===== src/rtl/scan_mux_pkg.sv =====
// Shared types for scan_mux: controller state encoding.
package scan_mux_pkg;

  localparam int STATE_W = 2;

  typedef enum logic [STATE_W-1:0] {
    IDLE   = 2'd0,
    MANUAL = 2'd1,
    SCAN   = 2'd2
  } state_e;

endpackage


===== src/rtl/dwell_counter.sv =====
// Counts 0..DWELL-1 while en is high; tc pulses on the last count and the counter restarts.
module dwell_counter #(
  parameter int DWELL = 8
) (
  input  logic clk,
  input  logic rst,
  input  logic clr,
  input  logic en,
  output logic tc
);

  localparam int CW = (DWELL > 1) ? $clog2(DWELL) : 1;
  localparam logic [CW-1:0] LAST = CW'(DWELL - 1);

  logic [CW-1:0] cnt_q, cnt_d;

  assign tc = en && (cnt_q == LAST);

  always_comb begin
    cnt_d = cnt_q;
    if (clr) begin
      cnt_d = '0;
    end else if (en) begin
      cnt_d = tc ? '0 : cnt_q + 1'b1;
    end
  end

  always_ff @(posedge clk or posedge rst) begin
    if (rst) begin
      cnt_q <= '0;
    end else begin
      cnt_q <= cnt_d;
    end
  end

endmodule


===== src/rtl/scan_mux.sv =====
// Registered N-channel mux with manual select or dwell-timed auto-scan; one cycle latency.
// Optional registered parity output when SCAN_MUX_PARITY_EN is defined.
module scan_mux
  import scan_mux_pkg::*;
#(
  parameter int WIDTH    = 4,
  parameter int CHANNELS = 4,
  parameter int DWELL    = 8,
  localparam int SELW    = $clog2(CHANNELS)
) (
  input  logic                      clk,
  input  logic                      rst,
  input  logic [CHANNELS*WIDTH-1:0] din,
  input  logic [SELW-1:0]           sel,
  input  logic                      mode,
  input  logic                      en,
  output logic [WIDTH-1:0]          dout,
  output logic [SELW-1:0]           ch_out,
  output logic                      valid,
`ifdef SCAN_MUX_PARITY_EN
  output logic                      parity,
`endif
  output logic                      wrap
);

  localparam logic [SELW-1:0] LAST_CH = SELW'(CHANNELS - 1);

  state_e          state_q, state_d;
  logic [SELW-1:0] ptr_q, ptr_d;
  logic [WIDTH-1:0] dout_q, dout_d;
  logic [SELW-1:0] ch_q, ch_d;
  logic            valid_q, valid_d;
  logic            wrap_q, wrap_d;
  logic            scan_run;
  logic            dwell_tc;

  // Counter only runs while scan continues; any entry into SCAN restarts it.
  assign scan_run = (state_q == SCAN) && (state_d == SCAN);

  dwell_counter #(.DWELL(DWELL)) u_dwell (
    .clk (clk),
    .rst (rst),
    .clr (!scan_run),
    .en  (scan_run),
    .tc  (dwell_tc)
  );

  always_comb begin
    if (!en) begin
      state_d = IDLE;
    end else if (mode) begin
      state_d = SCAN;
    end else begin
      state_d = MANUAL;
    end
  end

  always_comb begin
    dout_d  = dout_q;
    ch_d    = ch_q;
    valid_d = 1'b0;
    wrap_d  = 1'b0;
    ptr_d   = '0;
    case (state_d)
      MANUAL: begin
        ch_d = sel;
        if (int'(sel) < CHANNELS) begin
          dout_d  = din[int'(sel)*WIDTH +: WIDTH];
          valid_d = 1'b1;
        end else begin
          dout_d = '0;
        end
      end
      SCAN: begin
        if (scan_run) begin
          ptr_d = ptr_q;
          if (dwell_tc) begin
            ptr_d  = (ptr_q == LAST_CH) ? '0 : ptr_q + 1'b1;
            wrap_d = (ptr_q == LAST_CH);
          end
        end
        // Output follows the live input of the channel being shown.
        ch_d    = ptr_d;
        dout_d  = din[int'(ptr_d)*WIDTH +: WIDTH];
        valid_d = 1'b1;
      end
      default: ;
    endcase
  end

  always_ff @(posedge clk or posedge rst) begin
    if (rst) begin
      state_q <= IDLE;
      ptr_q   <= '0;
      dout_q  <= '0;
      ch_q    <= '0;
      valid_q <= 1'b0;
      wrap_q  <= 1'b0;
    end else begin
      state_q <= state_d;
      ptr_q   <= ptr_d;
      dout_q  <= dout_d;
      ch_q    <= ch_d;
      valid_q <= valid_d;
      wrap_q  <= wrap_d;
    end
  end

  assign dout   = dout_q;
  assign ch_out = ch_q;
  assign valid  = valid_q;
  assign wrap   = wrap_q;

`ifdef SCAN_MUX_PARITY_EN
  logic parity_q;

  always_ff @(posedge clk or posedge rst) begin
    if (rst) begin
      parity_q <= 1'b0;
    end else begin
      parity_q <= valid_d ? ^dout_d : 1'b0;
    end
  end

  assign parity = parity_q;
`endif

endmodule


===== config.mk =====
export PLATFORM = sky130hd
export DESIGN_NAME = scan_mux
export DESIGN_NICKNAME = d
export VERILOG_FILES = /design/src/rtl/scan_mux_pkg.sv /design/src/rtl/dwell_counter.sv /design/src/rtl/scan_mux.sv
export SDC_FILE = /design/constraint.sdc
export NUM_CORES = 1
export LEC_CHECK = 0
export BUFFER_PORTS_ARGS = -buffer_cell sky130_fd_sc_hd__buf_4
export CAP_MARGIN = 10
export CORE_MARGIN = 5
export CORE_UTILIZATION = 45
export DETAILED_ROUTE_END_ITERATION = 10
export GPL_TIMING_DRIVEN = 0
export PLACE_DENSITY = 0.74
export SLEW_MARGIN = 0
export SYNTH_ARGS = -nofsm -noshare
export SYNTH_HDL_FRONTEND = slang
export SYNTH_SLANG_ARGS = --single-unit

===== constraint.sdc =====
create_clock -name clk -period 5.9 [get_ports clk]
set_clock_uncertainty 0.2 [all_clocks]
set_input_delay 1.18 -clock clk [delete_from_list [all_inputs] [get_ports clk]]
set_output_delay 1.18 -clock clk [all_outputs]
set_load 0.1 [all_outputs]

==> results of run 1 <==
-- routing by layer --
layer	up-vias	track usage (%)	routed length, um
li1	380	-	-
met2	26	29.96	1032
met5	-	0	0
met3	2	4.507	135
met1	366	19.34	850
met4	0	7.234	17
-- state kept, by name, indices dropped and copies added, names as in the netlist --
signal,flops
state_q,2
u_dwell.cnt_q,3
valid,1
ch_out,2
ptr_q,2
wrap,1
dout,4
-- synthesized netlist by cell type --
cell	number
and4b_1	1
nor4_1	4
o21a_1	1
a22oi_1	4
and3_1	1
inv_2	1
nor3b_1	2
clkbuf_1	2
buf_2	2
a31oi_1	1
o21ai_2	1
inv_1	3
o22a_2	1
nand4b_2	1
a2111oi_0	4
and2_1	2
nor3_1	1
nand2b_1	5
dfrtp_1	15
a21boi_1	1
ha_1	3
o211ai_1	4
o21ai_0	4
a211oi_1	4
mux2i_1	1
nor2_1	7
nor2b_1	1
or2_2	4
o221ai_2	1
-- cell usage in the layout, fill, tap and decap left out, types with 2 or more instances in the layout --
cell / count
inv_1: 3
nor3b_1: 2
buf_4: 29
nand2b_1: 5
a2111oi_0: 4
clkbuf_4: 3
and2_1: 2
o211ai_1: 4
nor2_1: 7
a22oi_1: 4
or2_2: 4
clkbuf_1: 3
a211oi_1: 4
nor4_1: 4
buf_2: 2
o21ai_0: 4
dfrtp_1: 15
ha_1: 3
-- stage by stage --
step / instance area (um2) / setup WS, ps
detailed placement: 1082 / 3106
CTS: 1109 / 3399
global route: 1109 / 3283
global placement: 1082 / 3124
floorplan: 833.3 / 3482
finish: 1109 / 3373
-- worst paths after layout --
kind / from / endpoint / cells past startpoint
worst max-delay path: en / dout[0] / 7
worst min-delay path: u_dwell.cnt_q[0] / u_dwell.cnt_q[0] / 1
worst max register to register: u_dwell.cnt_q[0] / dout[2] / 7
worst min register to register: u_dwell.cnt_q[0] / u_dwell.cnt_q[0] / 1
max in group asynchronous: rst / valid / 2
min in group asynchronous: rst / wrap / 2
-- cell families (layout without fill, tap and decap cells) --
| logic type | Yosys count | in the layout | share of synthesized area (%) |
|---|---|---|---|
| flops | 15 | 15 | 45.05 |
| fa+ha+maj | 3 | 3 | 4.505 |
| simple gates | 29 | 29 | 21.32 |
| mux | 1 | 1 | 1.201 |
| buf+inv | 8 | 41 | 3.904 |
| compound gates | 26 | 26 | 24.02 |
-- final cells by class --
class / count / area [um2] / share of cell area [%]
Multi-Input combinational cell: 59 / 425.4 / 38.37
Sequential cell: 15 / 375.4 / 33.86
Timing Repair Buffer: 29 / 217.7 / 19.64
Tap cell: 25 / 31.28 / 2.822
Clock buffer: 4 / 26.28 / 2.370
Buffer: 4 / 17.52 / 1.580
Inverter: 4 / 15.01 / 1.354
-- where the power goes --
part / leakage (nW) / total (mW) / switching [mW] / internal, mW
Sequential: 0.188 / 0.113 / 0.00390 / 0.109
Combinational: 0.315 / 0.0869 / 0.0604 / 0.0265
Clock: 0.0150 / 0.0579 / 0.0317 / 0.0262
Total: 0.518 / 0.258 / 0.0959 / 0.162
-- worst max-delay path: stages --
cell	delay [ps]
buf_4	130
buf_2	170
a21boi_1	260
clkbuf_1	380
nor2_1	90
a22oi_1	150
a211oi_1	100
==> impl_results.md, run 1 <==
* Setup TNS at 0 ps
* Pins Over Slew Limit at 0
* TritonCTS buffer count at 3
* CTS Buffer Depth at 2
* Fmax achieved at 395.7 MHz
* Vias at 774
* Mapped Nets at 107
* CORE AREA at 0.001745 mm2
* FP Rows at 15
* Main area contributors after synthesis: dfrtp_1 45%, ha_1 4.5%, a2111oi_0 4.2%, nand2b_1 3.8%, a211oi_1 3.6%
* Vias in the first global route at 798
* Hold_buf cts at 0
* DRC viols at 0
* WP data arrival at 2470 ps
* Run status: finished, final reports clean
* Fill cells at 174
* Largest area contributor in the synthesized netlist: dfrtp_1
* Final ANT Viol Nets at 0
* I/O Buffers at 29
* Worst-Margin Slew at 581.3 ps
* Sink Count at 15
* Post-Syn Area per Cell at 10.16 um2
* Worst Hold Class: reg2reg
* TritonCTS clock tree: done
* Dpl hpwl at 1553 um
* Chip height at 53.03 um
* Vias/cell at 5.529
* Yosys reg bits at 15
* R2R Setup Slk at 3640 ps
* Io pins at 30
* First-pass GRT wire length at 3429 um
* Post-synth top area share at 45.05%
* Power Dens Cells at 232.4 mW/mm2
* Final hold violations at 0
* Seq/Total Area, Yosys at 45.05%
* Initial antenna violation count at 0
* Die ar. at 0.002812 mm2
* RSZ-0062 raised after global routing: no
* Avg WL per Cell at 14.54 um
* Final setup viols at 0
* Latest clock arrival within the worst-skew pair at 280 ps
* Non-filler cells, final at 140
* Resize count post-CTS at 0
* Pre-Repair DR Iteration Count at 4
* Clk slew on worst S/H paths at 80 ps
* Final min period at 2527 ps
* Nets@finish at 141
* CP Class: in2reg
* Yosys warning count at 0
* Iteration-0 DRC Markers at 25
* Req. time, crit path at 5840 ps
* Synth unique cells at 29
* Crit. End Element: flop
* Max Cap Viol at 0
* Placer Congestion at 0.8289
* Area delta synth->final at 33.03%
* Placed Instances at 136
* Rel. slew slack at 61.21%
* Crit-path max FO at 10
* Peak supply drop at 140.2 uV
* Crit path launch type: input port
* Share of post-route cells with drive strength above 1 at 37.39%
* Mapped Area at 833.3 um2
* WL final at 2035 um
* Largest net degree at the start of global routing at 16
* Ant. Diodes at 0
* Hold Slack at 251.2 ps
* CTS Root Buffer Type: clkbuf_4
* Cells after Synth at 82
* Total track usage at 17.10%
* Final worst path period share at 42.84%
* Post-CTS Setup Inserts at 0
* GRT Residual Overflow at 0
* Pleak at 0.5182 nW
* Starting Density at 47.74%
* Die Width at 53.03 um
* Final core utilization at 63.51%
* Tot Pwr at 257.6 uW
* H-Tree Depth at 1
No activity file was read; power rests on OpenSTA's default activity.
==> inputs of run 2 (changes only) <==
- ABC_AREA: default -> 1
- CORE_UTILIZATION: 45 -> 43
- PLACE_DENSITY: 0.74 -> 0.73
- clock period: 5.9 -> 2.21 ns (I/O delays scaled with it)
==> run 2 against run 1 <==
Net effect: synthesized cell count is 39% higher; clock-buffer cell count stayed put; critical endpoint is now dout[2]; clock power grew to 2.6 times the previous value; largest cell class is now sequential cells; area after synthesis is 4.4% higher; cell area is 2.8% higher; combinational power grew to 2.6 times the previous value.
==> impl_results.md, run 2 <==
* Run status: finished, final reports clean (unchanged)
* Latest clock arrival within the worst-skew pair at 280 ps (about the same)
* CP Class: reg2reg (was in2reg)
* Seq/Total Area, Yosys at 43.17% (was 45.05%)
* Synth unique cells at 17 (was 29)
* Post-CTS Setup Inserts at 0 (unchanged)
* Share of post-route cells with drive strength above 1 at 29.45% (was 37.39%)
* Io pins at 30 (unchanged)
* FP Rows at 16 (was 15)
* Dpl hpwl at 1416 um (was 1553 um)
* Mapped Area at 869.6 um2 (was 833.3 um2)
* Crit path launch type: flop (was input port)
* Die ar. at 0.003022 mm2 (was 0.002812 mm2)
* Main area contributors after synthesis: dfrtp_1 43%, nand2_1 14%, inv_1 11%, nand3_1 9.2%, ha_1 4.3% (was dfrtp_1 45%, ha_1 4.5%, a2111oi_0 4.2%, nand2b_1 3.8%, a211oi_1 3.6%)
* Area delta synth->final at 31.08% (was 33.03%)
* H-Tree Depth at 1 (unchanged)
* Largest net degree at the start of global routing at 16 (unchanged)
* Setup TNS at 0 ps (unchanged)
* Yosys warning count at 0 (unchanged)
* Vias in the first global route at 749 (was 798)
* FFs w/ async S/R, synth at 100.0% (unchanged)
* Reg2Reg Depth at 12 (was 7)
* Final hold violations at 0 (unchanged)
* Top_reg_cell synth: dfrtp_1 (unchanged)
* Post-synth top area share at 43.17% (was 45.05%)
* Hold Slack at 3.598 ps (was 251.2 ps)
* Seq. cell area at 375.4 um2 (unchanged)
* Commonest cells post-synth: 33 x nand2_1, 25 x inv_1, 16 x nand3_1, 15 x dfrtp_1, 6 x nor2_1 (was 15 x dfrtp_1, 7 x nor2_1, 5 x nand2b_1)
* Sink Count at 15 (unchanged)
* Worst Hold Class: in2async (was reg2reg)
* Crit. End Element: flop (unchanged)
* Vias at 756 (was 774)
* CP startpoint: u_dwell.cnt_q[0] (was en)
* Pre-Repair DR Iteration Count at 4 (unchanged)
* Pins Over Slew Limit at 0 (unchanged)
* TritonCTS clock tree: done (unchanged)
* Final worst path period share at 83.72%
* Commonest non-fill, non-tap cell in the layout: nand2_1 (was buf_4)
* TritonCTS buffer count at 3 (unchanged)
* CORE AREA at 0.001942 mm2 (was 0.001745 mm2)
* Pleak at 0.7112 nW (was 0.5182 nW)
* FF-to-FF Start: u_dwell.cnt_q[0] (unchanged)
* R2R Setup Slk at 360 ps (was 3640 ps)
* Yosys reg bits at 15 (unchanged)
* Final setup viols at 0 (unchanged)
* Hold_buf cts at 0 (unchanged)
* Resize count post-CTS at 0 (unchanged)
* Vias/cell at 4.370 (was 5.529)
* Post-route cell area at 0.001140 mm2 (was 0.001109 mm2)
* Placer Congestion at 0.8567 (was 0.8289)
* Fmax achieved at 540.5 MHz
* Iteration-0 DRC Markers at 11 (was 25)
* RSZ-0062 raised after global routing: no (unchanged)
* Placed Area at 0.001114 mm2 (was 0.001082 mm2)
* DRC viols at 0 (unchanged)
* GRT Residual Overflow at 0 (unchanged)
* Final min period at 1850 ps
* Largest area contributor in the synthesized netlist: dfrtp_1 (unchanged)
* Ant. Diodes at 0 (unchanged)
* Peak supply drop at 312.0 uV (was 140.2 uV)
* Fill cells at 199 (was 174)
* WP data arrival at 1820 ps (was 2470 ps)
* Non-filler cells, final at 173 (was 140)
* Chip height at 54.97 um (was 53.03 um)
* Final ANT Viol Nets at 0 (unchanged)
* Total track usage at 13.59% (was 17.10%)
* Max reg flops at 4 (unchanged)
* Nets@finish at 172 (was 141)
* Rel. slew slack at 63.79% (was 61.21%)
* Power Dens Cells at 593.7 mW/mm2 (was 232.4 mW/mm2)
* Post-Syn Area per Cell at 7.628 um2 (was 10.16 um2)
* Critical path endpoint: dout[2] (was dout[0])
* CTS Root Buffer Type: clkbuf_4 (unchanged)
* Max Cap Viol at 0 (unchanged)
* First-pass GRT wire length at 2953 um (was 3429 um)
* Multi-input combinational cell area at 359.1 um2 (was 425.4 um2)
* Crit-path max FO at 5 (was 10)
* Req. time, crit path at 2180 ps (was 5840 ps)
* Post-synth EDFFs at 0 (unchanged)
* Avg WL per Cell at 9.879 um (was 14.54 um)
* Placed Instances at 169 (was 136)
* Starting Density at 44.78% (was 47.74%)
* Final core utilization at 58.70% (was 63.51%)
* Cells after Synth at 114 (was 82)
* Die Width at 54.97 um (was 53.03 um)
* Initial antenna violation count at 0 (unchanged)
* Worst-Margin Slew at 542.6 ps (was 581.3 ps)
* Most common cell in the netlist: nand2_1 (was dfrtp_1)
* WL final at 1709 um (was 2035 um)
* CTS Buffer Depth at 2 (unchanged)
* Most frequent cells in the layout: 33 x nand2_1, 28 x buf_4, 25 x inv_1 (was 29 x buf_4, 15 x dfrtp_1, 7 x nor2_1)
* Mapped Nets at 139 (was 107)
* I/O Buffers at 28 (was 29)
* Reg2reg end: dout[2] (unchanged)
* Clk slew on worst S/H paths at 80 ps (about the same)
## run 2: cell count changes in the layout (fill, tap and decap cells not counted), sizes merged, moves of 3 or more
cell | before | now
or2 | 4 | 0
inv | 4 | 27
o211ai | 4 | 0
nand2b | 5 | 0
nand3 | 0 | 16
a211oi | 4 | 0
nor4 | 4 | 0
a22oi | 4 | 0
o21ai | 5 | 2
a2111oi | 4 | 0
nand2 | 0 | 39
## run 2: kinds of logic (layout without fill, tap and decap cells)
kind of cell / count (synthesis) / in the layout / share of synthesized area [%]
buf+inv: 30 / 62 / 15.54
compound gates: 3 / 3 / 3.166
fa+ha+maj: 3 / 3 / 4.317
simple gates: 63 / 63 / 33.81
flops: 15 / 15 / 43.17
## run 2: area by class of cell
| cell class | instances | share of cell area, % |
|---|---|---|
| sequential | 15 | 32.93 |
| multi-input combinational | 69 | 31.50 |
| timing repair buffer | 28 | 18.44 |
| inverter | 27 | 9.111 |
| tap | 27 | 2.964 |
| buffer | 3 | 2.744 |
| clock buffer | 4 | 2.305 |
## run 2: worst min-delay path by stage
stage | to | slack, ps | from | cells after the start
after floorplan | ch_out[0] | 140 | rst | 1
after CTS | ch_out[1] | 20 | rst | 2
after detailed placement | u_dwell.cnt_q[0] | 250 | u_dwell.cnt_q[0] | 1
final | ch_out[1] | 4 | rst | 2
after global routing | valid | 50 | rst | 2
after global placement | u_dwell.cnt_q[0] | 230 | u_dwell.cnt_q[0] | 1
## run 2: worst max-delay path: stages (launching register included)
cell and delay [ps]:
dfrtp_1 390, ha_1 200, ha_1 240, inv_2 90, nand2_1 50, nand2_1 70
nand2_2 80, o21ai_4 100, inv_4 70, nand3_1 80, nand2_1 60, nand2_1 60
nand2_1 50
## run 2: report_power, final
group	switching [mW]	internal, mW
clock network	0.0794	0.0700
registers	0.00772	0.290
logic	0.163	0.0660
## run 2: per-stage QoR
stage | total power, mW | setup slack [ps]
floorplan | 0.4688 | 532.1
global placement | 0.5318 | 399.1
detailed placement | 0.5351 | 372.7
CTS | 0.6844 | 352.5
global route | 0.7097 | 224.9
finish | 0.6767 | 359.8
## run 2: per-layer routing
layer  global-route usage (%)  part of all wire [%]  vias up
li1                         -                     -      405
met1                    15.41                    43      319
met2                    22.64                    48       28
met3                    2.949                   6.8        4
met4                    9.312                   2.8        0
met5                        0                     0        -
==> inputs of run 3 (changes only) <==
- clock period: 2.21 -> 1.7 ns (I/O delays scaled with it)
==> run 3 against run 2 <==
Net effect: the flow now finishes with violations (setup timing); register-to-register slack worse by 420 ps; worst setup slack worse by 420 ps; sequential cell count unchanged; fmax up 5.4%; largest cell class is now multi-input combinational cells.
==> impl_results.md, run 3 (synthesis gave the netlist of run 2 again) <==
* CP delay by family, top: simple AND/OR/NAND/NOR gates (unchanged)
* Post-route setup slack at -55.79 ps (was 359.8 ps)
* Run status: finished with violations (was finished, final reports clean)
* R2R Setup Slk at -60 ps (was 360 ps)
* Final min period at 1756 ps (was 1850 ps)
* Initial antenna violation count at 0 (unchanged)
* Placer Congestion at 0.8567 (unchanged)
* Crit. End Element: flop (unchanged)
* Sink Count at 15 (unchanged)
* Failing checks: setup timing
* Power Dens Cells at 736.7 mW/mm2 (was 593.7 mW/mm2)
* Dpl hpwl at 1416 um (unchanged)
* Reg power frac at 43.5% (was 44.1%)
* GRT Residual Overflow at 0 (unchanged)
* Die ar. at 0.003022 mm2 (unchanged)
* Pleak at 0.7331 nW (was 0.7112 nW)
* DRC viols at 0 (unchanged)
* TritonCTS clock tree: done (unchanged)
* Commonest non-fill, non-tap cell in the layout: nand2_1 (unchanged)
* Critical-path cell list: ha_2, ha_4, nand2_1, nand2_1, nand2_2, buf_6, nand3_1, nand3_2, nand2_1, nand2_1, nand2_1 (was ha_1, ha_1, inv_2, nand2_1, nand2_1, nand2_2, o21ai_4, inv_4, nand3_1, nand2_1, nand2_1, nand2_1)
* Max reg flops at 4 (unchanged)
* Starting Density at 44.78% (unchanged)
* TritonCTS buffer count at 3 (unchanged)
* Share of post-route cells with drive strength above 1 at 34.00% (was 29.45%)
* Req. time, crit path at 1680 ps (was 2180 ps)
* Ant. Diodes at 0 (unchanged)
* I/O Buffers at 28 (unchanged)
* Vias at 772 (was 756)
* Vias in the first global route at 759 (was 749)
* Met2 GRT Util at 24.21% (was 22.64%)
* Hold Slack at 34.35 ps (was 3.598 ps)
* Fill cells at 197 (was 199)
* Sw Pwr at 331.2 uW (was 250.3 uW)
* Worst-Margin Slew at 543.3 ps (was 542.6 ps)
* Io pins at 30 (unchanged)
* Most frequent cells in the layout: 33 x nand2_1, 30 x buf_4, 25 x inv_1 (was 33 x nand2_1, 28 x buf_4, 25 x inv_1)
* CTS Buffer Depth at 2 (unchanged)
* CP Class: reg2reg (unchanged)
* WL final at 1822 um (was 1709 um)
* Crit-path max FO at 10 (was 5)
* Logic pwr share at 34.6% (was 33.9%)
* Switching Share at 37.12% (was 36.99%)
* GR Util met3 at 2.949% (unchanged)
* Pins Over Slew Limit at 0 (unchanged)
* CP Buf/Inv Count at 1 (was 2)
* First-pass GRT wire length at 2925 um (was 2953 um)
* CP max-delay cell: dfrtp_1 (unchanged)
* Latest clock arrival within the worst-skew pair at 280 ps (about the same)
* Vias/cell at 4.362 (was 4.370)
* Final setup viols at 4 (was 0)
* Rel. slew slack at 63.74% (was 63.79%)
* RSZ-0062 raised after global routing: yes (was no)
* Total track usage at 13.60% (was 13.59%)
* Avg WL per Cell at 10.29 um (was 9.879 um)
* Max Cap Viol at 0 (unchanged)
* Most used cell, CP: nand2_1 (unchanged)
* Worst Hold Class: in2reg (was in2async)
* Post-route cell area at 0.001211 mm2 (was 0.001140 mm2)
* Largest net degree at the start of global routing at 16 (unchanged)
* Fmax achieved at 569.5 MHz (was 540.5 MHz)
* FP Rows at 16 (unchanged)
* Chip height at 54.97 um (unchanged)
* Critical path's largest stage delay at 390 ps (about the same)
* Clk slew on worst S/H paths at 80 ps (about the same)
* H-Tree Depth at 1 (unchanged)
* Final worst path period share at 103.3% (was 83.72%)
* Placed Area at 0.001114 mm2 (unchanged)
* Die Width at 54.97 um (unchanged)
* Clock share of power at 21.9% (was 22.1%)
* Final hold violations at 0 (unchanged)
* Int Pwr at 561.0 uW (was 426.4 uW)
* Nets@finish at 176 (was 172)
* Crit path launch type: flop (unchanged)
* Iteration-0 DRC Markers at 10 (was 11)
* GRT busiest layer: met2 (unchanged)
* Area delta synth->final at 39.28% (was 31.08%)
* Peak supply drop at 382.5 uV (was 312.0 uV)
* WP data arrival at 1730 ps (was 1820 ps)
* CORE AREA at 0.001942 mm2 (unchanged)
* Tot Pwr at 892.2 uW (was 676.7 uW)
* Met1 GRT Util at 14.26% (was 15.41%)
* CTS Root Buffer Type: clkbuf_4 (unchanged)
* Final ANT Viol Nets at 0 (unchanged)
* Pre-Repair DR Iteration Count at 4 (unchanged)
==> run 3: cell types whose count changed in the layout (fill, tap and decap cells not counted), sizes merged <==
cell,before,now
buf,30,33
dlygate4sd3,0,1
==> run 3: power groups by stage <==
stage,clock [mW],combinational [mW],sequential [mW]
after floorplan,0,0.0806,0.529
after global placement,0,0.296,0.395
after detailed placement,0,0.301,0.395
after CTS,0.201,0.309,0.388
after global routing,0.215,0.332,0.390
final,0.196,0.309,0.388
==> run 3: metrics by stage <==
step                      setup slack [ps]  utilization (%)  std cells  setup TNS, ps
after global placement              -110.9            57.35        169         -406.9
after global routing                -170.5            62.37        177         -631.3
after CTS                           -37.97            61.92        177         -131.2
after floorplan                      22.12                -        114              0
final                               -55.79            62.37        177         -132.9
after detailed placement            -137.3            57.35        169         -517.6
==> run 3: cell type report <==
cell class / count / area (um2) / share of cell area (%)
clock buffer: 4 / 26.28 / 2.169
timing repair buffer: 32 / 246.5 / 20.35
inverter: 27 / 103.9 / 8.574
tap: 27 / 33.78 / 2.789
multi-input combinational: 69 / 394.1 / 32.54
sequential: 15 / 375.4 / 30.99
buffer: 3 / 31.28 / 2.583
==> run 3: path summary, 6_finish.rpt <==
path                             startpoint          to  cells past startpoint
max                        u_dwell.cnt_q[0]     dout[2]                     11
min                                    mode  state_q[0]                      2
max reg2reg                u_dwell.cnt_q[0]     dout[2]                     11
min reg2reg                         dout[1]     dout[1]                      2
max in group asynchronous               rst    ptr_q[1]                      3
min in group asynchronous               rst   ch_out[1]                      3
==> run 3: layer usage <==
layer	up-vias	part of all wire [%]
li1	409	-
met1	328	41
met2	29	49
met3	6	6.3
met4	0	3.5
met5	-	0
==> run 3: repair_timing <==
action                                  CTS  global route
gates resized for setup                   6             2
hold buffers                              1             0
endpoints found under the setup margin    4             6
pin swaps                                 4             1
setup buffers                             3             0
hold endpoints to repair                 15             0
